$ cat config.mk
export PLATFORM = sky130hd
export DESIGN_NAME = spi_flash_rd_seq
export DESIGN_NICKNAME = d
export VERILOG_FILES = /design/src/rtl/spi_flash_rd_seq.sv
export SDC_FILE = /design/constraint.sdc
export NUM_CORES = 1
export LEC_CHECK = 0
export CAP_MARGIN = 25
export CORE_MARGIN = 1
export CORE_UTILIZATION = 35
export DETAILED_ROUTE_END_ITERATION = 12
export SYNTH_ARGS = -nofsm -noshare
export SYNTH_HDL_FRONTEND = slang
export SYNTH_SLANG_ARGS = --single-unit
$ cat constraint.sdc
create_clock -name clk_i -period 4.7 [get_ports clk_i]
set_input_delay 0.47 -clock clk_i [delete_from_list [all_inputs] [get_ports clk_i]]
set_output_delay 0.47 -clock clk_i [all_outputs]
set_load 0.02 [all_outputs]
$ cat src/rtl/spi_flash_rd_seq.sv
// spi_flash_rd_seq: turns 32-bit word-read requests into SPI flash READ transactions on the spi_mst register port.
// Define FAST_READ_EN to use the fast-read opcode (0x0B) with one dummy byte after the address.
module spi_flash_rd_seq #(
`ifdef FAST_READ_EN
   parameter logic [7:0] CMD_FAST = 8'h0B,
`endif
   parameter logic [4:0] TX_REG   = 5'h00,
   parameter logic [4:0] RX_REG   = 5'h04,
   parameter logic [4:0] CS_REG   = 5'h08,
   parameter logic [7:0] CMD_READ = 8'h03
) (
   input  logic        clk_i,
   input  logic        rst_i,
   input  logic        req_valid_i,
   output logic        req_ready_o,
   input  logic [23:0] req_addr_i,
   output logic        rsp_valid_o,
   input  logic        rsp_ready_i,
   output logic [31:0] rsp_data_o,
   output logic        hs_read_o,
   output logic        hs_write_o,
   output logic [4:0]  hs_addr_o,
   output logic [7:0]  hs_data_o,
   input  logic        hs_ready_i,
   input  logic [7:0]  hs_data_i
);
   localparam logic [3:0] S_IDLE    = 4'd0;
   localparam logic [3:0] S_CS_ON   = 4'd1;
   localparam logic [3:0] S_CMD     = 4'd2;
   localparam logic [3:0] S_ADDR    = 4'd3;
`ifdef FAST_READ_EN
   localparam logic [3:0] S_DUMMY   = 4'd4;
   localparam logic [3:0] S_AFTER_A = S_DUMMY;
   localparam logic [7:0] W_CMD     = CMD_FAST;
`else
   localparam logic [3:0] S_AFTER_A = 4'd5;
   localparam logic [7:0] W_CMD     = CMD_READ;
`endif
   localparam logic [3:0] S_DATA_TX = 4'd5;
   localparam logic [3:0] S_DATA_RX = 4'd6;
   localparam logic [3:0] S_CS_OFF  = 4'd7;
   localparam logic [3:0] S_RESP    = 4'd8;

   logic [3:0]  r_state;
   logic [1:0]  r_cnt;
   logic [23:0] r_addr;
   logic [31:0] r_data;
   logic        r_rd;
   logic        r_wr;
   logic [4:0]  r_hs_addr;
   logic [7:0]  r_hs_data;
   logic [7:0]  w_addr_byte;
   logic        w_op_rd;
   logic [4:0]  w_op_addr;
   logic [7:0]  w_op_data;
   logic [3:0]  w_next;
   logic [1:0]  w_cnt_next;

   assign req_ready_o = r_state == S_IDLE;
   assign rsp_valid_o = r_state == S_RESP;
   assign rsp_data_o  = r_data;
   assign hs_read_o   = r_rd;
   assign hs_write_o  = r_wr;
   assign hs_addr_o   = r_hs_addr;
   assign hs_data_o   = r_hs_data;

   always_comb begin
      w_addr_byte = (r_cnt == 2'd0) ? r_addr[23:16] : (r_cnt == 2'd1) ? r_addr[15:8] : r_addr[7:0];
      w_op_rd     = r_state == S_DATA_RX;
      w_op_addr   = (r_state == S_CS_ON || r_state == S_CS_OFF) ? CS_REG : w_op_rd ? RX_REG : TX_REG;
      w_op_data   = (r_state == S_CS_ON) ? 8'h01 : (r_state == S_CMD) ? W_CMD :
                    (r_state == S_ADDR) ? w_addr_byte : 8'h00;
      w_cnt_next  = (r_state == S_ADDR && r_cnt == 2'd2) ? 2'd0 :
                    (r_state == S_ADDR || r_state == S_DATA_RX) ? r_cnt + 2'd1 : r_cnt;
      w_next      = r_state;
      case (r_state)
         S_CS_ON:   w_next = S_CMD;
         S_CMD:     w_next = S_ADDR;
         S_ADDR:    w_next = (r_cnt == 2'd2) ? S_AFTER_A : S_ADDR;
`ifdef FAST_READ_EN
         S_DUMMY:   w_next = S_DATA_TX;
`endif
         S_DATA_TX: w_next = S_DATA_RX;
         S_DATA_RX: w_next = (r_cnt == 2'd3) ? S_CS_OFF : S_DATA_TX;
         S_CS_OFF:  w_next = S_RESP;
         default:   w_next = r_state;
      endcase
   end

   // An op is issued from a state with no strobe up, so one idle cycle always separates ops.
   always_ff @(posedge clk_i or posedge rst_i) begin
      if (rst_i) begin
         r_state   <= S_IDLE;
         r_cnt     <= 2'd0;
         r_addr    <= 24'h0;
         r_data    <= 32'h0;
         r_rd      <= 1'b0;
         r_wr      <= 1'b0;
         r_hs_addr <= 5'h0;
         r_hs_data <= 8'h0;
      end else if (r_state == S_IDLE) begin
         if (req_valid_i) begin
            r_addr  <= req_addr_i;
            r_data  <= 32'h0;
            r_cnt   <= 2'd0;
            r_state <= S_CS_ON;
         end
      end else if (r_state == S_RESP) begin
         if (rsp_ready_i) r_state <= S_IDLE;
      end else if (!r_rd && !r_wr) begin
         r_rd      <= w_op_rd;
         r_wr      <= !w_op_rd;
         r_hs_addr <= w_op_addr;
         r_hs_data <= w_op_data;
      end else if (hs_ready_i) begin
         r_rd    <= 1'b0;
         r_wr    <= 1'b0;
         if (w_op_rd) r_data[{r_cnt, 3'b000} +: 8] <= hs_data_i;
         r_state <= w_next;
         r_cnt   <= w_cnt_next;
      end
   end
endmodule

==> results.yml, run 1 <==
status:
  status: "finished clean"
floorplan:
  fp.dieArea_sq_um: 10400
  die_y_microns: 102
  fp.dieW_microns: 102
  start_util_pct: 36.1
  row_count: 36
  io_pins: 86
  core_region_area_sq_um: 9730
global_route:
  busiest_layer: "met2"
  grt_use_met1_pct: 22.1
  grt_max_degree: 39
  grt_util_met2_pct: 25.6
  grt_usage_pct: 16.5
  grt_pass1_vias: 2567
  antenna_found_initial: 0
  use_met3_pct: 4.72
  grt_pass1_wl_microns: 13000
  grt_overflow: 0
sta:
  period_minus_slack_ns: 2.71
  final_max_slew_viol_count: 0
  skew_ns: 0.0116
  max_slew_margin_pct: 20.5
  setup_ws_ns: 1.99
  tightest_slew_ns: 1.19
  finalHoldViolations: 0
  setup_viol: 0
  rsz0062_at_grt: "no"
  period_share_pct: 57.6
  fmax_mhz: 369
  fin_tns_setup_ns: 0
layout:
  n_antenna_cell: 0
  drive_above_1_share_pct: 14.1
  fin_cells: 517
  fin_nets: 422
  area_growth_syn_to_layout_pct: 30.8
  utilization_pct: 47.2
  num-fill-cells: 935
logic_synthesis:
  synth_edf_count: 0
  syn_inst: 307
  synth_cell_type_count: 48
  syn_area_per_cell_sq_um: 11.4
  netlist_area_sq_um: 3510
  synth_top_flop_cell: "dfrtp_1"
  synth_seq_cells: 74
  yosysWarningCount: 0
  yosysSeqAreaShare_pct: 52.8
  async_flop_share_pct: 100
clock_network:
  insertion_delay_ns: 0.35
  h-tree-depth: 3
  cts_sinks: 74
  numCtsBuffers: 9
  clk_pin_slew_ns: 0.07
  cts_tree: "done"
  cts_hold_buf: 0
  cts_root_buffer: "clkbuf_8"
  cts_setup_buffers: 0
  cts_max_path_buffers: 2
  cts.repair.resized: 0
place:
  place_congestion: 0.748
  place_ws_ns: 2.18
  hpwl_microns: 5800
  port-buffer-count: 82
  dp_cells: 501
detailed_routing:
  wire_per_inst_microns: 15.7
  drt_iter0_drc: 91
  first_pass_iters: 4
  ant_nets: 0
  via_count: 2619
  routed_wl_microns: 8140
  drcViolationCount: 0
  vias_per_cell: 5.07
power:
  power_mw: 1.32
  power_density_nw_per_um2: 287
  vdd_drop_max_mv: 0.156
  p_leak_nw: 2.00
worst_setup_path:
  cp_data_required_time_ns: 4.23
  startpoint_type: "flop"
  cp.arrival_ns: 2.24
  cp_max_fo: 18
  crit_type: "flop to output pin"
  critPathCaptureType: "output pin"
flow_run:
  drv_cap: 0
worst_hold_path:
  hp-class: "flop to flop"
Yosys cell counts, types with 3 or more instances:
cell	n	area share (%)
dfrtp_1	74	53
nand2_1	28	3.0
mux2_2	27	8.7
o21ai_0	26	3.7
a22o_1	17	4.2
o31ai_1	17	3.6
clkbuf_1	14	1.5
nor2_1	11	1.2
mux2i_1	9	2.6
a21oi_1	8	1.1
ha_1	6	2.1
inv_1	6	0.64
nor3_1	6	0.86
buf_2	5	0.71
nand3_1	4	0.57
nor2b_1	4	0.71
a21o_1	3	0.64
a32oi_1	3	0.75
buf_4	3	0.64
where the power goes:
group / switching [mW] / internal (mW)
logic: 0.0817 / 0.0524
clock network: 0.239 / 0.301
registers: 0.00443 / 0.641
final timing paths:
check	from	cells past startpoint	slack (ns)	end
setup reg to reg	r_cnt[0]$_DFFE_PP0P_	5	2.17	rsp_data_o[1]$_DFFE_PP0P_
hold / removal	hs_addr_o[2]$_DFFE_PP0P_	1	0.48	hs_addr_o[2]$_DFFE_PP0P_
setup / recovery	r_state[0]$_DFFE_PP0P_	2	1.99	req_ready_o
max in group asynchronous	rst_i	3	3.15	hs_addr_o[3]$_DFFE_PP0P_
min in group asynchronous	rst_i	2	0.58	r_addr[12]$_DFFE_PP0P_
hold reg to reg	hs_addr_o[2]$_DFFE_PP0P_	1	0.48	hs_addr_o[2]$_DFFE_PP0P_
through the flow:
| stage | hold slack, ns | instance area (sq um) |
|---|---|---|
| after floorplan | 0.475 | 3520 |
| after global placement | 0.461 | 4370 |
| after detailed placement | 0.470 | 4370 |
| after CTS | 0.486 | 4590 |
| after global routing | 0.516 | 4590 |
| final | 0.478 | 4590 |
area by class of cell:
| class | count | area, sq um | share of cell area, % |
|---|---|---|---|
| Sequential cell | 74 | 1850 | 40.3 |
| Multi-Input combinational cell | 203 | 1490 | 32.5 |
| Timing Repair Buffer | 85 | 843 | 18.4 |
| Tap cell | 133 | 166 | 3.62 |
| Clock buffer | 10 | 128 | 2.78 |
| Clock inverter | 6 | 90.1 | 1.96 |
| Inverter | 6 | 22.5 | 0.490 |
metal layers:
layer	share of wire [%]	wire length, microns
met3	7.0	573
met4	0.91	74
met1	47	3810
met2	45	3680
met5	0	0
worst max-delay path: stages (launching register included):
cell	delay [ns]
dfrtp_1	0.60
nor4_4	0.59
clkdlybuf4s50_1	0.70
flip-flops by register name (all words and copies together), names as in the netlist:
| signal | count |
|---|---|
| hs_read_o | 1 |
| r_addr | 24 |
| r_cnt | 2 |
| rsp_data_o | 32 |
| hs_write_o | 1 |
| r_state | 4 |
| hs_addr_o | 2 |
| hs_data_o | 8 |
cell usage in the layout (no fill, tap or decap), types with 2 or more instances in the layout:
master,Yosys,final
a21oi_1,8,8
a32oi_1,3,3
and3_1,2,2
clkdlybuf4s50_1,0,82
a21o_1,3,3
nand3_1,4,4
a22o_1,17,17
o21ai_4,2,2
nor2_1,11,11
nand2_1,28,28
ha_1,6,6
o31ai_1,17,17
mux2_2,27,27
bufinv_16,0,2
and4_1,2,2
dfrtp_1,74,74
and2_1,2,2
clkbuf_8,0,9
inv_1,6,5
or2_2,2,2
o21ai_0,26,26
mux2i_1,9,9
buf_4,3,3
nor3_1,6,6
nor2b_1,4,4
conb_1,1,3
cell families after synthesis:
logic type | Yosys count | synth area share (%)
adder cells (fa/ha/maj) | 6 | 2.14
XOR/XNOR | 2 | 0.499
multiplexers | 36 | 11.2
flip-flops | 74 | 52.8
AO/OA/AOI/OAI | 87 | 17.8
AND/OR/NAND/NOR | 69 | 10.5
other | 1 | 0.107
buffers and inverters | 32 | 4.99
Power figures use the tool's default switching activity.
==> run 2: changes to the inputs <==
- clock period: 4.7 -> 2.2 ns (I/O delays scaled with it)
==> results.yml, run 2 (synthesis gave the netlist of run 1 again) <==
detailed_routing:
  drcViolationCount: 0
  routed_wl_microns: 8310
  vias_per_cell: 5.11
  via_count: 2714
  wire_per_inst_microns: 15.6
  ant_nets: 0
  first_pass_iters: 6
  drt_iter0_drc: 101
sta:
  finalHoldViolations: 0
  period_minus_slack_ns: 2.08
  fin_tns_setup_ns: 0
  setup_viol: 0
  rsz0062_at_grt: "no"
  final_max_slew_viol_count: 0
  max_slew_margin_pct: 65.0
  period_share_pct: 94.4
  setup_ws_ns: 0.122
  skew_ns: 0.00751
  fmax_mhz: 481
  tightest_slew_ns: 0.520
  hold_ws_ns: 0.208
worst_setup_path:
  timing.rr.end: "rsp_data_o[4]$_DFFE_PP0P_"
  cpPeakStageDelay_ns: 0.68
  r2r-start: "r_cnt[0]$_DFFE_PP0P_"
  critical_path.cell_chain: "nor4_4, clkdlybuf4s50_1"
  cp_slowest_cell: "clkdlybuf4s50_1"
  critPathCaptureType: "output pin"
  cp_data_required_time_ns: 1.98
  cp_max_fo: 16
  crit_type: "flop to output pin"
  startpoint_type: "flop"
  r2r.worst_path.cells: 6
  ff2ff_setup_slack_ns: 0.30
  cp.arrival_ns: 1.86
clock_network:
  cts_sinks: 74
  insertion_delay_ns: 0.34
  clk_pin_slew_ns: 0.08
  h-tree-depth: 3
  cts_root_buffer: "clkbuf_8"
  cts_max_path_buffers: 2
  cts_tree: "done"
  numCtsBuffers: 9
  cts_hold_buf: 0
global_route:
  busiest_layer: "met2"
  antenna_found_initial: 0
  grt_pass1_wl_microns: 13200
  grt_overflow: 0
  grt_max_degree: 37
  grt_use_met1_pct: 22.4
  grt_usage_pct: 16.6
  use_met3_pct: 3.69
  grt_pass1_vias: 2633
  grt_util_met2_pct: 26.2
floorplan:
  core_region_area_sq_um: 9730
  row_count: 36
  fp.dieW_microns: 102
  start_util_pct: 36.1
  die_y_microns: 102
  io_pins: 86
  fp.dieArea_sq_um: 10400
place:
  hpwl_microns: 5920
  place_ws_ns: 0.321
  place_congestion: 0.769
  port-buffer-count: 82
  place_area_sq_um: 4500
layout:
  fin_nets: 436
  area_growth_syn_to_layout_pct: 34.5
  drive_above_1_share_pct: 17.1
  largest_reg_flops: 32
  most-common-layout-cells: "clkdlybuf4s50_1, dfrtp_1, nand2_1, mux2_2, o21ai_0"
  stdcell_area_sq_um: 4720
  layout_commonest_cell: "clkdlybuf4s50_1"
  n_antenna_cell: 0
power:
  p_leak_nw: 2.08
  vdd_drop_max_mv: 0.351
  power_density_nw_per_um2: 603
  power_mw: 2.85
flow_run:
  drv_cap: 0
worst_hold_path:
  hp-class: "input port to async pin"
status:
  status: "finished clean"
## run 2: what timing repair did
action,in CTS,in global routing
gates resized for setup,1,0
hold endpoints to repair,0,0
setup buffers,0,0
endpoints found under the setup margin,1,0
## run 2: per-layer routing
metal / vias up / wire (microns)
met3: 9 / 503
met4: 0 / 80
li1: 1287 / -
met2: 95 / 3850
met5: - / 0
met1: 1323 / 3870
## run 2: worst max-delay path by stage
stage | start | to
2_1_floorplan | rst_i | hs_addr_o[2]$_DFFE_PP0P_
3_3_place_gp | r_cnt[0]$_DFFE_PP0P_ | rsp_data_o[4]$_DFFE_PP0P_
3_5_place_dp | r_cnt[0]$_DFFE_PP0P_ | rsp_data_o[7]$_DFFE_PP0P_
4_1_cts | r_state[2]$_DFFE_PP0P_ | req_ready_o
5_1_grt | r_state[2]$_DFFE_PP0P_ | req_ready_o
6_report | r_state[2]$_DFFE_PP0P_ | req_ready_o
## run 2: layout make-up
class                      instances  area, sq um
fill                             918         5010
sequential                        74         1850
multi-input combinational        203         1490
timing repair buffer              99          972
tap                              133          166
clock buffer                      10          128
clock inverter                     6         90.1
inverter                           6         22.5
## run 2: worst max-delay path, delay by kind of cell, from the launching register on
| family | cells | cell delay (ns) |
|---|---|---|
| simple gates | 1 | 0.27 |
| buf+inv | 1 | 0.68 |
| flops | 1 | 0.57 |
## run 2: through the flow
| step | cells | utilization, % |
|---|---|---|
| 3_3_place_gp | 515 | 46.3 |
| 2_1_floorplan | 309 | - |
| 6_report | 531 | 48.5 |
| 5_1_grt | 531 | 48.5 |
| 4_1_cts | 531 | 48.5 |
| 3_5_place_dp | 515 | 46.3 |
## run 2: where the power goes
group	switching, mW	internal, mW	total (mW)
Sequential	0.0103	1.37	1.38
Clock	0.519	0.643	1.16
Combinational	0.183	0.123	0.306
